<file path="config.mk">
export PLATFORM = sky130hd
export DESIGN_NAME = host_loader
export DESIGN_NICKNAME = d
export VERILOG_FILES = /design/src/rtl/host_loader.sv
export SDC_FILE = /design/constraint.sdc
export NUM_CORES = 1
export LEC_CHECK = 0
export CORE_MARGIN = 1
export CORE_UTILIZATION = 53
export CTS_CLUSTER_DIAMETER = 30
export DETAILED_ROUTE_END_ITERATION = 16
export PLACE_DENSITY = 0.79
export SLEW_MARGIN = 20
export SYNTH_ARGS = -nofsm -noshare
export SYNTH_HDL_FRONTEND = slang
export SYNTH_SLANG_ARGS = --single-unit
</file>
<file path="constraint.sdc">
create_clock -name clk_i -period 2.4 [get_ports clk_i]
set_input_delay 0.48 -clock clk_i [delete_from_list [all_inputs] [get_ports clk_i]]
set_output_delay 0.48 -clock clk_i [all_outputs]
set_load 0.03 [all_outputs]
</file>
<file path="src/rtl/host_loader.sv">
// host_loader: byte-stream host loader that turns WRITE packets into Wishbone
// single write cycles and controls the CPU reset line.
// Packet format: 0xA5, ADDR_BYTES address bytes (LSB first), length byte L,
// then (L+1) words of DATA_BYTES bytes each (LSB first). 0x5A releases the CPU.
// Optional feature: define HOST_LOADER_TIMEOUT_EN to abort a Wishbone cycle
// that sees no ack/err within TIMEOUT clocks.
module host_loader #(
    parameter int ADDR_BYTES = 4,
    parameter int DATA_BYTES = 4,
    parameter int TIMEOUT    = 255
) (
    input  logic        clk_i,
    input  logic        rst_ni,
    input  logic [7:0]  byte_i,
    input  logic        byte_valid_i,
    output logic        byte_ready_o,
    output logic        cpu_rst_o,
    output logic        busy_o,
    output logic        err_o,
    output logic [31:0] wb_adr_o,
    output logic [31:0] wb_dat_o,
    output logic [3:0]  wb_sel_o,
    output logic        wb_we_o,
    output logic        wb_cyc_o,
    output logic        wb_stb_o,
    output logic [2:0]  wb_cti_o,
    output logic [1:0]  wb_bte_o,
    input  logic        wb_ack_i,
    input  logic        wb_err_i
);

    typedef enum logic [2:0] {
        IDLE = 3'd0,
        ADDR = 3'd1,
        LEN  = 3'd2,
        DATA = 3'd3,
        WB   = 3'd4
    } state_t;

    localparam logic [7:0]  CmdWrite = 8'hA5;
    localparam logic [7:0]  CmdEnd   = 8'h5A;
    localparam logic [1:0]  AddrLast = 2'(ADDR_BYTES - 1);
    localparam logic [1:0]  DataLast = 2'(DATA_BYTES - 1);
    localparam logic [31:0] AddrStep = 32'(DATA_BYTES);
    localparam logic [3:0]  SelMask  = 4'((1 << DATA_BYTES) - 1);

    // Reject illegal parameter values at elaboration time.
    if (ADDR_BYTES < 1 || ADDR_BYTES > 4) begin : gBadAddrBytes
        $error("host_loader: ADDR_BYTES must be 1..4");
    end
    if (DATA_BYTES < 1 || DATA_BYTES > 4) begin : gBadDataBytes
        $error("host_loader: DATA_BYTES must be 1..4");
    end
    if (TIMEOUT < 1 || TIMEOUT > 65535) begin : gBadTimeout
        $error("host_loader: TIMEOUT must be 1..65535");
    end

    state_t      r_state;
    state_t      w_nextState;
    logic        r_started;
    logic [31:0] r_addr;
    logic [31:0] r_data;
    logic [8:0]  r_count;
    logic [1:0]  r_byteIdx;
    logic        r_cpuRst;
    logic        r_err;
    logic        w_byteFire;
    logic        w_timeout;

    assign byte_ready_o = r_started && (r_state != WB);
    assign w_byteFire   = byte_valid_i && byte_ready_o;

    assign busy_o    = (r_state != IDLE);
    assign cpu_rst_o = r_cpuRst;
    assign err_o     = r_err;
    assign wb_cyc_o  = (r_state == WB);
    assign wb_stb_o  = (r_state == WB);
    assign wb_we_o   = (r_state == WB);
    assign wb_adr_o  = r_addr;
    assign wb_dat_o  = r_data;
    assign wb_sel_o  = r_started ? SelMask : 4'h0;
    assign wb_cti_o  = 3'b000;
    assign wb_bte_o  = 2'b00;

`ifdef HOST_LOADER_TIMEOUT_EN
    logic [15:0] r_timer;

    assign w_timeout = (r_state == WB) && !wb_ack_i && !wb_err_i &&
                       (r_timer == 16'(TIMEOUT - 1));

    // Count cycles spent waiting in WB; restart whenever the bus cycle ends.
    always_ff @(posedge clk_i or negedge rst_ni) begin
        if (!rst_ni) begin
            r_timer <= 16'd0;
        end else if (r_state == WB && !wb_ack_i && !wb_err_i && !w_timeout) begin
            r_timer <= r_timer + 16'd1;
        end else begin
            r_timer <= 16'd0;
        end
    end
`else
    assign w_timeout = 1'b0;
`endif

    // State register; reset lands in IDLE so cyc/stb drop asynchronously.
    always_ff @(posedge clk_i or negedge rst_ni) begin
        if (!rst_ni) begin
            r_state <= IDLE;
        end else begin
            r_state <= w_nextState;
        end
    end

    // Next-state decode; a bus error outranks a simultaneous ack.
    always_comb begin
        w_nextState = r_state;
        case (r_state)
            IDLE: begin
                if (w_byteFire && byte_i == CmdWrite) begin
                    w_nextState = ADDR;
                end
            end
            ADDR: begin
                if (w_byteFire && r_byteIdx == AddrLast) begin
                    w_nextState = LEN;
                end
            end
            LEN: begin
                if (w_byteFire) begin
                    w_nextState = DATA;
                end
            end
            DATA: begin
                if (w_byteFire && r_byteIdx == DataLast) begin
                    w_nextState = WB;
                end
            end
            WB: begin
                if (wb_err_i) begin
                    w_nextState = IDLE;
                end else if (wb_ack_i) begin
                    w_nextState = (r_count == 9'd1) ? IDLE : DATA;
                end else if (w_timeout) begin
                    w_nextState = IDLE;
                end
            end
            default: w_nextState = IDLE;
        endcase
    end

    // Packet datapath: gather address/data bytes, track words left, flags.
    always_ff @(posedge clk_i or negedge rst_ni) begin
        if (!rst_ni) begin
            r_started <= 1'b0;
            r_addr    <= 32'd0;
            r_data    <= 32'd0;
            r_count   <= 9'd0;
            r_byteIdx <= 2'd0;
            r_cpuRst  <= 1'b1;
            r_err     <= 1'b0;
        end else begin
            r_started <= 1'b1;
            case (r_state)
                IDLE: begin
                    if (w_byteFire) begin
                        if (byte_i == CmdWrite) begin
                            r_cpuRst  <= 1'b1;
                            r_addr    <= 32'd0;
                            r_byteIdx <= 2'd0;
                        end else if (byte_i == CmdEnd) begin
                            r_cpuRst <= 1'b0;
                        end else begin
                            r_err <= 1'b1;
                        end
                    end
                end
                ADDR: begin
                    if (w_byteFire) begin
                        r_addr[{r_byteIdx, 3'b000} +: 8] <= byte_i;
                        r_byteIdx <= (r_byteIdx == AddrLast) ? 2'd0 : r_byteIdx + 2'd1;
                    end
                end
                LEN: begin
                    if (w_byteFire) begin
                        r_count   <= {1'b0, byte_i} + 9'd1;
                        r_data    <= 32'd0;
                        r_byteIdx <= 2'd0;
                    end
                end
                DATA: begin
                    if (w_byteFire) begin
                        r_data[{r_byteIdx, 3'b000} +: 8] <= byte_i;
                        r_byteIdx <= (r_byteIdx == DataLast) ? 2'd0 : r_byteIdx + 2'd1;
                    end
                end
                WB: begin
                    if (wb_err_i) begin
                        r_err <= 1'b1;
                    end else if (wb_ack_i) begin
                        r_addr  <= r_addr + AddrStep;
                        r_count <= r_count - 9'd1;
                        r_data  <= 32'd0;
                    end else if (w_timeout) begin
                        r_err <= 1'b1;
                    end
                end
                default: begin
                    r_byteIdx <= 2'd0;
                end
            endcase
        end
    end

endmodule
</file>
==> results of run 1 <==
where the power goes:
part	leakage (nW)	switching, mW	internal, mW	total, mW
Combinational	1.65	1.41	0.892	2.31
Sequential	1.08	0.325	1.63	1.95
Clock	0.101	0.576	0.497	1.07
Total	2.83	2.32	3.02	5.33
cell type report:
class	instances	area, um^2	share of cell area
clock buffer	9	123.9	0.01880
clock inverter	7	81.33	0.01234
inverter	21	78.83	0.01196
multi-input combinational	479	2851	0.4328
sequential	81	2029	0.3080
tap	129	161.4	0.02450
timing repair buffer	137	1262	0.1916
through the flow:
stage / utilization / std cells / power (mW) / TNS [ps]
6_report: 0.7064 / 863 / 5.332 / 0
4_1_cts: 0.7045 / 863 / 5.300 / 0
2_1_floorplan: - / 626 / 3.308 / 0
3_3_place_gp: 0.6825 / 847 / 4.156 / -5661
3_5_place_dp: 0.6825 / 847 / 4.228 / -7829
5_1_grt: 0.7064 / 863 / 5.609 / 0
routing by layer:
metal	global-route usage	vias to the layer above	wire length, um
met5	0	-	0
met2	0.5701	268	7832
met4	0.1550	0	586
met1	0.4380	2508	6742
li1	-	2447	-
met3	0.05617	48	1205
registers in the layout, summed over array words and instances, names as in the netlist:
name,flops
err_o,1
r_started,1
r_byteIdx,2
cpu_rst_o,1
r_count,9
r_state,3
wb_dat_o,32
wb_adr_o,32
logic make-up after synthesis:
family                   share of synthesized area
AND/OR/NAND/NOR                             0.2902
adder cells (fa/ha/maj)                    0.02674
AO/OA/AOI/OAI                               0.2156
XOR/XNOR                                   0.01191
multiplexers                              0.002187
buffers and inverters                      0.05785
other                                     0.001459
flip-flops                                  0.3940
layout by cell type (no fill, tap or decap), types with 4 or more instances in the layout:
cell / n
sky130_fd_sc_hd__clkbuf_8: 9
sky130_fd_sc_hd__and3_1: 8
sky130_fd_sc_hd__and4_1: 4
sky130_fd_sc_hd__nand2b_1: 8
sky130_fd_sc_hd__buf_4: 52
sky130_fd_sc_hd__and2_1: 6
sky130_fd_sc_hd__xor2_1: 4
sky130_fd_sc_hd__inv_6: 4
sky130_fd_sc_hd__nand3_1: 47
sky130_fd_sc_hd__a21oi_1: 32
sky130_fd_sc_hd__o21ai_0: 53
sky130_fd_sc_hd__a22o_1: 15
sky130_fd_sc_hd__nor3_1: 16
sky130_fd_sc_hd__a31oi_1: 8
sky130_fd_sc_hd__nand2_1: 89
sky130_fd_sc_hd__inv_1: 21
sky130_fd_sc_hd__conb_1: 6
sky130_fd_sc_hd__o22ai_1: 8
sky130_fd_sc_hd__clkdlybuf4s50_1: 81
sky130_fd_sc_hd__ha_1: 11
sky130_fd_sc_hd__o211ai_1: 6
sky130_fd_sc_hd__o21ai_1: 8
sky130_fd_sc_hd__or3_1: 4
sky130_fd_sc_hd__nor2b_1: 10
sky130_fd_sc_hd__o31ai_1: 4
sky130_fd_sc_hd__dfrtp_1: 79
sky130_fd_sc_hd__nor2_1: 44
sky130_fd_sc_hd__nand4_1: 12
path summary, 6_finish.rpt:
path                                               start                        to  slack [ps]
worst min-delay path                              rst_ni  wb_dat_o[18]$_DFFE_PN0P_         100
worst max register to register  r_byteIdx[1]$_DFFE_PN0P_  wb_adr_o[19]$_DFFE_PN0P_         180
worst min register to register  wb_dat_o[19]$_DFFE_PN0P_  wb_dat_o[19]$_DFFE_PN0P_         470
min in group clk_i              wb_dat_o[19]$_DFFE_PN0P_  wb_dat_o[19]$_DFFE_PN0P_         470
worst max-delay path                           byte_i[1]  r_byteIdx[0]$_DFFE_PN0P_         100
max in group asynchronous                         rst_ni  wb_adr_o[17]$_DFFE_PN0P_        1660
worst max-delay path, stage by stage:
cell and delay [ps]:
sky130_fd_sc_hd__clkdlybuf4s50_1 430, sky130_fd_sc_hd__inv_1 90, sky130_fd_sc_hd__ha_1 140, sky130_fd_sc_hd__or4b_4 470, sky130_fd_sc_hd__or2_4 280, sky130_fd_sc_hd__o21ai_1 120
sky130_fd_sc_hd__a21boi_2 190, sky130_fd_sc_hd__mux2_1 350
timing repair:
item | CTS | global route
pin swaps | 0 | 1
resized for setup | 2 | 4
setup endpoints to repair | 2 | 7
==> report_table.html, run 1 <==
<table>
<tr><th>Metric</th><th>Value</th></tr>
<tr><th colspan="2">Global route</th></tr>
<tr><td>Overall global routing resource usage</td><td>0.3421</td></tr>
<tr><td>Global route total overflow</td><td>0</td></tr>
<tr><td>Via count of the first global-routing pass</td><td>5096</td></tr>
<tr><td>Initial antenna violation count</td><td>0</td></tr>
<tr><td>Pin count of the biggest net entering global routing</td><td>47</td></tr>
<tr><td>First-pass GRT wire length</td><td>26460 um</td></tr>
<tr><th colspan="2">Logic synthesis</th></tr>
<tr><td>Count of flip-flops with a built-in enable after synthesis</td><td>0</td></tr>
<tr><td>Seq cells post-synth</td><td>81</td></tr>
<tr><td>Warnings, synthesis</td><td>0</td></tr>
<tr><td>Fraction of post-synthesis cell area in the top cell type by area</td><td>0.3889</td></tr>
<tr><td>Most instantiated library cell after synthesis</td><td>sky130_fd_sc_hd__nand2_1</td></tr>
<tr><td>Average size of a mapped cell</td><td>8.276 um^2</td></tr>
<tr><td>Asr flop ratio synth</td><td>1.000</td></tr>
<tr><td>Post-synthesis cell area</td><td>0.005147 mm^2</td></tr>
<tr><td>Number of instances in the synthesized netlist</td><td>622</td></tr>
<tr><td>Most numerous cell types in the synthesized netlist</td><td>sky130_fd_sc_hd__nand2_1 (89), sky130_fd_sc_hd__dfrtp_1 (80), sky130_fd_sc_hd__o21ai_0 (53)</td></tr>
<tr><td>Top cell type by total area after synthesis</td><td>sky130_fd_sc_hd__dfrtp_1</td></tr>
<tr><td>Largest cells by area after synthesis</td><td>sky130_fd_sc_hd__dfrtp_1 (39%), sky130_fd_sc_hd__nand2_1 (6.5%), sky130_fd_sc_hd__o21ai_0 (5.2%), sky130_fd_sc_hd__nand3_1 (4.6%), sky130_fd_sc_hd__nor2_1 (3.2%)</td></tr>
<tr><td>Synth unique cells</td><td>73</td></tr>
<tr><td>Top flip-flop cell by instance count after synthesis</td><td>sky130_fd_sc_hd__dfrtp_1</td></tr>
<tr><td>Proportion of synthesized chip area in sequential cells</td><td>0.3940</td></tr>
<tr><th colspan="2">Timing</th></tr>
<tr><td>Post-route clock period utilization</td><td>0.9576</td></tr>
<tr><td>Post-layout minimum cycle time</td><td>2298 ps</td></tr>
<tr><td>Fmax</td><td>435.1 MHz</td></tr>
<tr><td>Worst Clk Skew</td><td>16.59 ps</td></tr>
<tr><td>Final-report hold violation count</td><td>0</td></tr>
<tr><td>Slew at the pin closest to its max-slew limit</td><td>726.6 ps</td></tr>
<tr><td>Headroom to the max-slew limit</td><td>0.5156</td></tr>
<tr><td>PnR worst setup slack</td><td>101.7 ps</td></tr>
<tr><td>RSZ-0062 raised after global routing</td><td>false</td></tr>
<tr><td>WHS</td><td>100.1 ps</td></tr>
<tr><td>Setup Viol. Count Final</td><td>0</td></tr>
<tr><td>Final max-slew violation count</td><td>0</td></tr>
<tr><th colspan="2">Pwr</th></tr>
<tr><td>Max rail drop VDD</td><td>0.3832 mV</td></tr>
<tr><td>Leakage power</td><td>2.831 nW</td></tr>
<tr><td>Ratio of total power to cell area</td><td>809.2 mW/mm^2</td></tr>
<tr><th colspan="2">Floorplan</th></tr>
<tr><td>I/O pin cnt</td><td>93</td></tr>
<tr><td>Site row count</td><td>35</td></tr>
<tr><td>Starting density of the core</td><td>0.5518</td></tr>
<tr><td>Overall die width</td><td>100.6 um</td></tr>
<tr><td>Core Region</td><td>0.009328 mm^2</td></tr>
<tr><td>Overall die height</td><td>100.6 um</td></tr>
<tr><td>Area of the die</td><td>0.01011 mm^2</td></tr>
<tr><th colspan="2">Hold path</th></tr>
<tr><td>Min-Delay Path Class</td><td>in2async</td></tr>
<tr><th colspan="2">Clock network</th></tr>
<tr><td>Clock latency on the worst-skew pair</td><td>380 ps</td></tr>
<tr><td>CTS tree</td><td>yes</td></tr>
<tr><td>H-tree lvl count</td><td>3</td></tr>
<tr><td>Number of clock buffers inserted by TritonCTS</td><td>9</td></tr>
<tr><td>Clock transition at the registers of the reported paths</td><td>90 ps</td></tr>
<tr><td>Post-CTS repair timing setup buffer count</td><td>0</td></tr>
<tr><td>Number of buffers on the longest clock path</td><td>2</td></tr>
<tr><td>Clk root buf</td><td>sky130_fd_sc_hd__clkbuf_8</td></tr>
<tr><td>Clock sinks</td><td>81</td></tr>
<tr><td>Total of hold buffers inserted after clock tree synthesis</td><td>0</td></tr>
<tr><th colspan="2">Drt</th></tr>
<tr><td>1st-pass router iterations</td><td>5</td></tr>
<tr><td>Number of antenna-violating nets in the routed design</td><td>0</td></tr>
<tr><td>Total number of vias</td><td>5271</td></tr>
<tr><td>Iteration-0 DRC count of the detailed router</td><td>378</td></tr>
<tr><td>Detail-routed net length per standard cell</td><td>18.97 um</td></tr>
<tr><td>Post-detailed-route via-to-cell ratio</td><td>6.108</td></tr>
<tr><td>Number of remaining DRC errors</td><td>0</td></tr>
<tr><td>WL final</td><td>16370 um</td></tr>
<tr><th colspan="2">Placed design</th></tr>
<tr><td>RD Place Congestion</td><td>0.9165</td></tr>
<tr><td>Number of buffers inserted by port buffering</td><td>87</td></tr>
<tr><td>Pre-CTS WS</td><td>-307.6 ps</td></tr>
<tr><td>Detailed-placement wirelength estimate</td><td>11630 um</td></tr>
<tr><td>Placement-stage cell area</td><td>0.006366 mm^2</td></tr>
<tr><th colspan="2">Critical path</th></tr>
<tr><td>Setup crit start kind</td><td>input port</td></tr>
<tr><td>CP Data Arrival Time</td><td>2560 ps</td></tr>
<tr><td>CP max FO</td><td>4</td></tr>
<tr><td>Kind of critical path</td><td>in2reg</td></tr>
<tr><td>Endpoint kind of the worst setup timing path</td><td>flop</td></tr>
<tr><td>Required time worst endpoint</td><td>2660 ps</td></tr>
<tr><td>Depth of the worst register-to-register path</td><td>8</td></tr>
<tr><th colspan="2">Finish</th></tr>
<tr><td>Number of fill cells</td><td>755</td></tr>
<tr><td>Nets</td><td>753</td></tr>
<tr><td>Area Growth Syn to Fin</td><td>28.00%</td></tr>
<tr><td>Share of layout cells above drive strength 1</td><td>0.1267</td></tr>
<tr><td>Area of all placed cells without fillers</td><td>0.006589 mm^2</td></tr>
<tr><td>Antenna diode count</td><td>0</td></tr>
<tr><th colspan="2">Flow run</th></tr>
<tr><td>Maxcap violations</td><td>0</td></tr>
<tr><th colspan="2">Run status</th></tr>
<tr><td>Outcome</td><td>finished clean</td></tr>
</table>
(Power assumes the default switching activity.)
==> inputs of run 2 (changes only) <==
--- a/config.mk
+++ b/config.mk
@@ -5,11 +5,12 @@
 export SDC_FILE = /design/constraint.sdc
 export NUM_CORES = 1
 export LEC_CHECK = 0
+export CORE_ASPECT_RATIO = 0.7
 export CORE_MARGIN = 1
-export CORE_UTILIZATION = 53
+export CORE_UTILIZATION = 57
 export CTS_CLUSTER_DIAMETER = 30
 export DETAILED_ROUTE_END_ITERATION = 16
-export PLACE_DENSITY = 0.79
+export PLACE_DENSITY = 0.84
 export SLEW_MARGIN = 20
 export SYNTH_ARGS = -nofsm -noshare
 export SYNTH_HDL_FRONTEND = slang
==> constraint.sdc (replaced) <==
create_clock -name clk_i -period 2.65 [get_ports clk_i]
set_input_delay 0.53 -clock clk_i [delete_from_list [all_inputs] [get_ports clk_i]]
set_output_delay 0.53 -clock clk_i [all_outputs]
set_load 0.03 [all_outputs]
==> report_table.html, run 2 (synthesized netlist as in run 1, its figures left out) <==
<table>
<tr><th>Metric</th><th>Value</th></tr>
<tr><th colspan="2">Finish</th></tr>
<tr><td>Share of layout cells above drive strength 1</td><td>0.1145 (-0.01222)</td></tr>
<tr><td>Most common library cell in the layout ignoring fill and taps</td><td>sky130_fd_sc_hd__nand2_1</td></tr>
<tr><td>Antenna diode count</td><td>0 (unchanged)</td></tr>
<tr><td>Area of all placed cells without fillers</td><td>0.006599 mm^2 (+0.15%)</td></tr>
<tr><td>Non-filler cells in the finished layout</td><td>845 (-2.1%)</td></tr>
<tr><td>Area Growth Syn to Fin</td><td>28.20%</td></tr>
<tr><td>Number of fill cells</td><td>661 (-12%)</td></tr>
<tr><td>Post-layout utilization of the core</td><td>0.7657 (+0.05931)</td></tr>
<tr><td>Nets</td><td>744 (-1.2%)</td></tr>
<tr><td>Most used cells in the layout excluding fill and tap cells</td><td>sky130_fd_sc_hd__nand2_1 (89), sky130_fd_sc_hd__clkdlybuf4s50_1 (83), sky130_fd_sc_hd__dfrtp_1 (79), sky130_fd_sc_hd__o21ai_0 (53), sky130_fd_sc_hd__nand3_1 (47)</td></tr>
<tr><th colspan="2">Global route</th></tr>
<tr><td>Via count of the first global-routing pass</td><td>5373 (+5.4%)</td></tr>
<tr><td>Global route total overflow</td><td>0 (unchanged)</td></tr>
<tr><td>Pin count of the biggest net entering global routing</td><td>44 (-6.4%)</td></tr>
<tr><td>First-pass GRT wire length</td><td>27210 um (+2.8%)</td></tr>
<tr><td>Initial antenna violation count</td><td>0 (unchanged)</td></tr>
<tr><td>Overall global routing resource usage</td><td>0.3818 (+0.03969)</td></tr>
<tr><th colspan="2">Timing</th></tr>
<tr><td>Headroom to the max-slew limit</td><td>0.4730 (-0.04259)</td></tr>
<tr><td>Final max-slew violation count</td><td>0 (unchanged)</td></tr>
<tr><td>Post-route clock period utilization</td><td>0.9562</td></tr>
<tr><td>RSZ-0062 raised after global routing</td><td>false</td></tr>
<tr><td>Worst Clk Skew</td><td>6.590 ps (-9.997 ps)</td></tr>
<tr><td>Final-report hold violation count</td><td>0 (unchanged)</td></tr>
<tr><td>Post-layout minimum cycle time</td><td>2534 ps</td></tr>
<tr><td>Slew at the pin closest to its max-slew limit</td><td>784.4 ps (+57.85 ps)</td></tr>
<tr><td>Total negative setup slack</td><td>0 ps (unchanged)</td></tr>
<tr><td>Setup Viol. Count Final</td><td>0 (unchanged)</td></tr>
<tr><td>PnR worst setup slack</td><td>115.9 ps (+14.27 ps)</td></tr>
<tr><td>Fmax</td><td>394.6 MHz</td></tr>
<tr><th colspan="2">Critical path</th></tr>
<tr><td>Depth of the worst register-to-register path</td><td>8 (unchanged)</td></tr>
<tr><td>Capturing point of the worst reg2reg path</td><td>wb_adr_o[20]$_DFFE_PN0P_</td></tr>
<tr><td>Kind of critical path</td><td>in2reg</td></tr>
<tr><td>Required time worst endpoint</td><td>2870 ps (+210 ps)</td></tr>
<tr><td>Reg2reg setup slack</td><td>260 ps (+80 ps)</td></tr>
<tr><td>Setup crit start kind</td><td>input port</td></tr>
<tr><td>CP Data Arrival Time</td><td>2760 ps (+200 ps)</td></tr>
<tr><td>Endpoint kind of the worst setup timing path</td><td>flop</td></tr>
<tr><td>CP max FO</td><td>4 (unchanged)</td></tr>
<tr><td>Cell type of the slowest stage on the worst timing path</td><td>sky130_fd_sc_hd__clkdlybuf4s50_1</td></tr>
<tr><td>Critical path buffers and inverters</td><td>1 (-1)</td></tr>
<tr><td>Family of cells with the greatest summed delay on the critical path</td><td>simple AND/OR/NAND/NOR gates</td></tr>
<tr><td>Cells along the critical path</td><td>clkdlybuf4s50_1 &gt; ha_1 &gt; or4b_4 &gt; or2_4 &gt; o21ai_1 &gt; a21boi_1 &gt; mux2_1</td></tr>
<tr><td>Worst reg2reg path startpoint</td><td>r_byteIdx[0]$_DFFE_PN0P_</td></tr>
<tr><td>Slowest Stage Delay on Critical Path</td><td>500 ps (+30 ps)</td></tr>
<tr><th colspan="2">Hold path</th></tr>
<tr><td>Min-Delay Path Class</td><td>in2async</td></tr>
<tr><th colspan="2">Drt</th></tr>
<tr><td>Iteration-0 DRC count of the detailed router</td><td>684 (+81%)</td></tr>
<tr><td>Post-detailed-route via-to-cell ratio</td><td>6.617 (+8.3%)</td></tr>
<tr><td>Number of antenna-violating nets in the routed design</td><td>0 (unchanged)</td></tr>
<tr><td>Detailed route wirelength on metal3</td><td>2180 um (+81%)</td></tr>
<tr><td>Number of remaining DRC errors</td><td>0 (unchanged)</td></tr>
<tr><td>Met2 wire length</td><td>7714 um (-1.5%)</td></tr>
<tr><td>Detail-routed net length per standard cell</td><td>20.44 um (+7.8%)</td></tr>
<tr><td>Wire length on met1</td><td>6935 um (+2.9%)</td></tr>
<tr><td>1st-pass router iterations</td><td>5 (unchanged)</td></tr>
<tr><td>Total number of vias</td><td>5591 (+6.1%)</td></tr>
<tr><td>WL final</td><td>17270 um (+5.5%)</td></tr>
<tr><td>Top metal layer carrying routed signals</td><td>met4</td></tr>
<tr><th colspan="2">Placed design</th></tr>
<tr><td>RD Place Congestion</td><td>0.9162 (about the same)</td></tr>
<tr><td>Placed Cells incl. Taps</td><td>829 (-2.1%)</td></tr>
<tr><td>Placement-stage cell area</td><td>0.006287 mm^2 (-1.2%)</td></tr>
<tr><td>Detailed-placement wirelength estimate</td><td>11850 um (+1.9%)</td></tr>
<tr><td>Number of buffers inserted by port buffering</td><td>87 (unchanged)</td></tr>
<tr><td>Pre-CTS WS</td><td>-158.0 ps (+149.7 ps)</td></tr>
<tr><th colspan="2">Clock network</th></tr>
<tr><td>CTS tree</td><td>yes</td></tr>
<tr><td>Clock sinks</td><td>81 (unchanged)</td></tr>
<tr><td>Number of buffers on the longest clock path</td><td>2 (unchanged)</td></tr>
<tr><td>Clk root buf</td><td>sky130_fd_sc_hd__clkbuf_16</td></tr>
<tr><td>Number of clock buffers inserted by TritonCTS</td><td>9 (unchanged)</td></tr>
<tr><td>H-tree lvl count</td><td>3 (unchanged)</td></tr>
<tr><td>Total of hold buffers inserted after clock tree synthesis</td><td>0 (unchanged)</td></tr>
<tr><td>Clock transition at the registers of the reported paths</td><td>60 ps (-30 ps)</td></tr>
<tr><td>Clock latency on the worst-skew pair</td><td>350 ps (-30 ps)</td></tr>
<tr><th colspan="2">Floorplan</th></tr>
<tr><td>Site row count</td><td>28 (-20%)</td></tr>
<tr><td>Overall die height</td><td>81.51 um (-19%)</td></tr>
<tr><td>Area of the die</td><td>0.009420 mm^2 (-6.8%)</td></tr>
<tr><td>I/O pin cnt</td><td>93 (unchanged)</td></tr>
<tr><td>Core Region</td><td>0.008618 mm^2 (-7.6%)</td></tr>
<tr><td>Starting density of the core</td><td>0.5973 (+0.04543)</td></tr>
<tr><td>Overall die width</td><td>115.6 um (+15%)</td></tr>
<tr><th colspan="2">Flow run</th></tr>
<tr><td>Maxcap violations</td><td>0 (unchanged)</td></tr>
<tr><th colspan="2">Pwr</th></tr>
<tr><td>Ratio of total power to cell area</td><td>785.9 mW/mm^2 (-2.9%)</td></tr>
<tr><td>Max rail drop VDD</td><td>0.5129 mV (+34%)</td></tr>
<tr><td>Leakage power</td><td>2.815 nW (-0.54%)</td></tr>
<tr><th colspan="2">Run status</th></tr>
<tr><td>Outcome</td><td>finished clean</td></tr>
</table>
[run 2: cell types whose count changed in the layout (fill, tap and decap cells not counted), moves of 2 or more]
cell	change
sky130_fd_sc_hd__buf_4	-9
sky130_fd_sc_hd__clkbuf_16	+9
sky130_fd_sc_hd__clkbuf_8	-9
sky130_fd_sc_hd__clkdlybuf4s50_1	+2
[run 2: worst max-delay path by stage]
stage / from / endpoint / slack (ps) / cells after the start
3_5_place_dp: byte_i[0] / r_byteIdx[0]$_DFFE_PN0P_ / -160 / 7
4_1_cts: r_state[2]$_DFFE_PN0P_ / busy_o / 10 / 3
2_1_floorplan: byte_i[1] / r_byteIdx[0]$_DFFE_PN0P_ / 270 / 8
6_report: byte_i[0] / r_byteIdx[0]$_DFFE_PN0P_ / 120 / 7
5_1_grt: byte_i[1] / r_byteIdx[0]$_DFFE_PN0P_ / 60 / 8
3_3_place_gp: byte_i[1] / r_byteIdx[0]$_DFFE_PN0P_ / -90 / 8
[run 2: area by class of cell]
| cell class | instances | area (um^2) | area share |
|---|---|---|---|
| inverters | 21 | 78.83 | 0.01195 |
| multi-input cells | 479 | 2836 | 0.4298 |
| clock buffers | 9 | 225.2 | 0.03413 |
| clock inverters | 7 | 85.08 | 0.01289 |
| repair buffers | 128 | 1194 | 0.1809 |
| well taps | 120 | 150.1 | 0.02275 |
| flip-flops and latches | 81 | 2029 | 0.3075 |
[run 2: where the power goes]
group / switching (mW) / internal, mW / total (mW)
logic: 1.26 / 0.794 / 2.05
registers: 0.348 / 1.47 / 1.82
clock network: 0.559 / 0.750 / 1.31
total: 2.17 / 3.02 / 5.19
[run 2: layer usage]
layer  vias to the layer above  GRT usage
li1                       2430          -
met1                      2715     0.5071
met2                       391     0.5802
met3                        55     0.1070
met4                         0     0.1792
met5                         -          0
[run 2: timing repair]
item                                    4_1_cts  5_1_grt
endpoints found under the setup margin        0        1
buffers inserted                              0        0
resized for setup                             0        1
[run 2: per-stage QoR]
stage                     power (mW)  hold WS [ps]
after global routing           5.407         221.4
after floorplan                2.996         234.4
after global placement         3.724         453.3
after CTS                      5.130         193.8
after detailed placement       3.815         455.0
final                          5.186         170.8
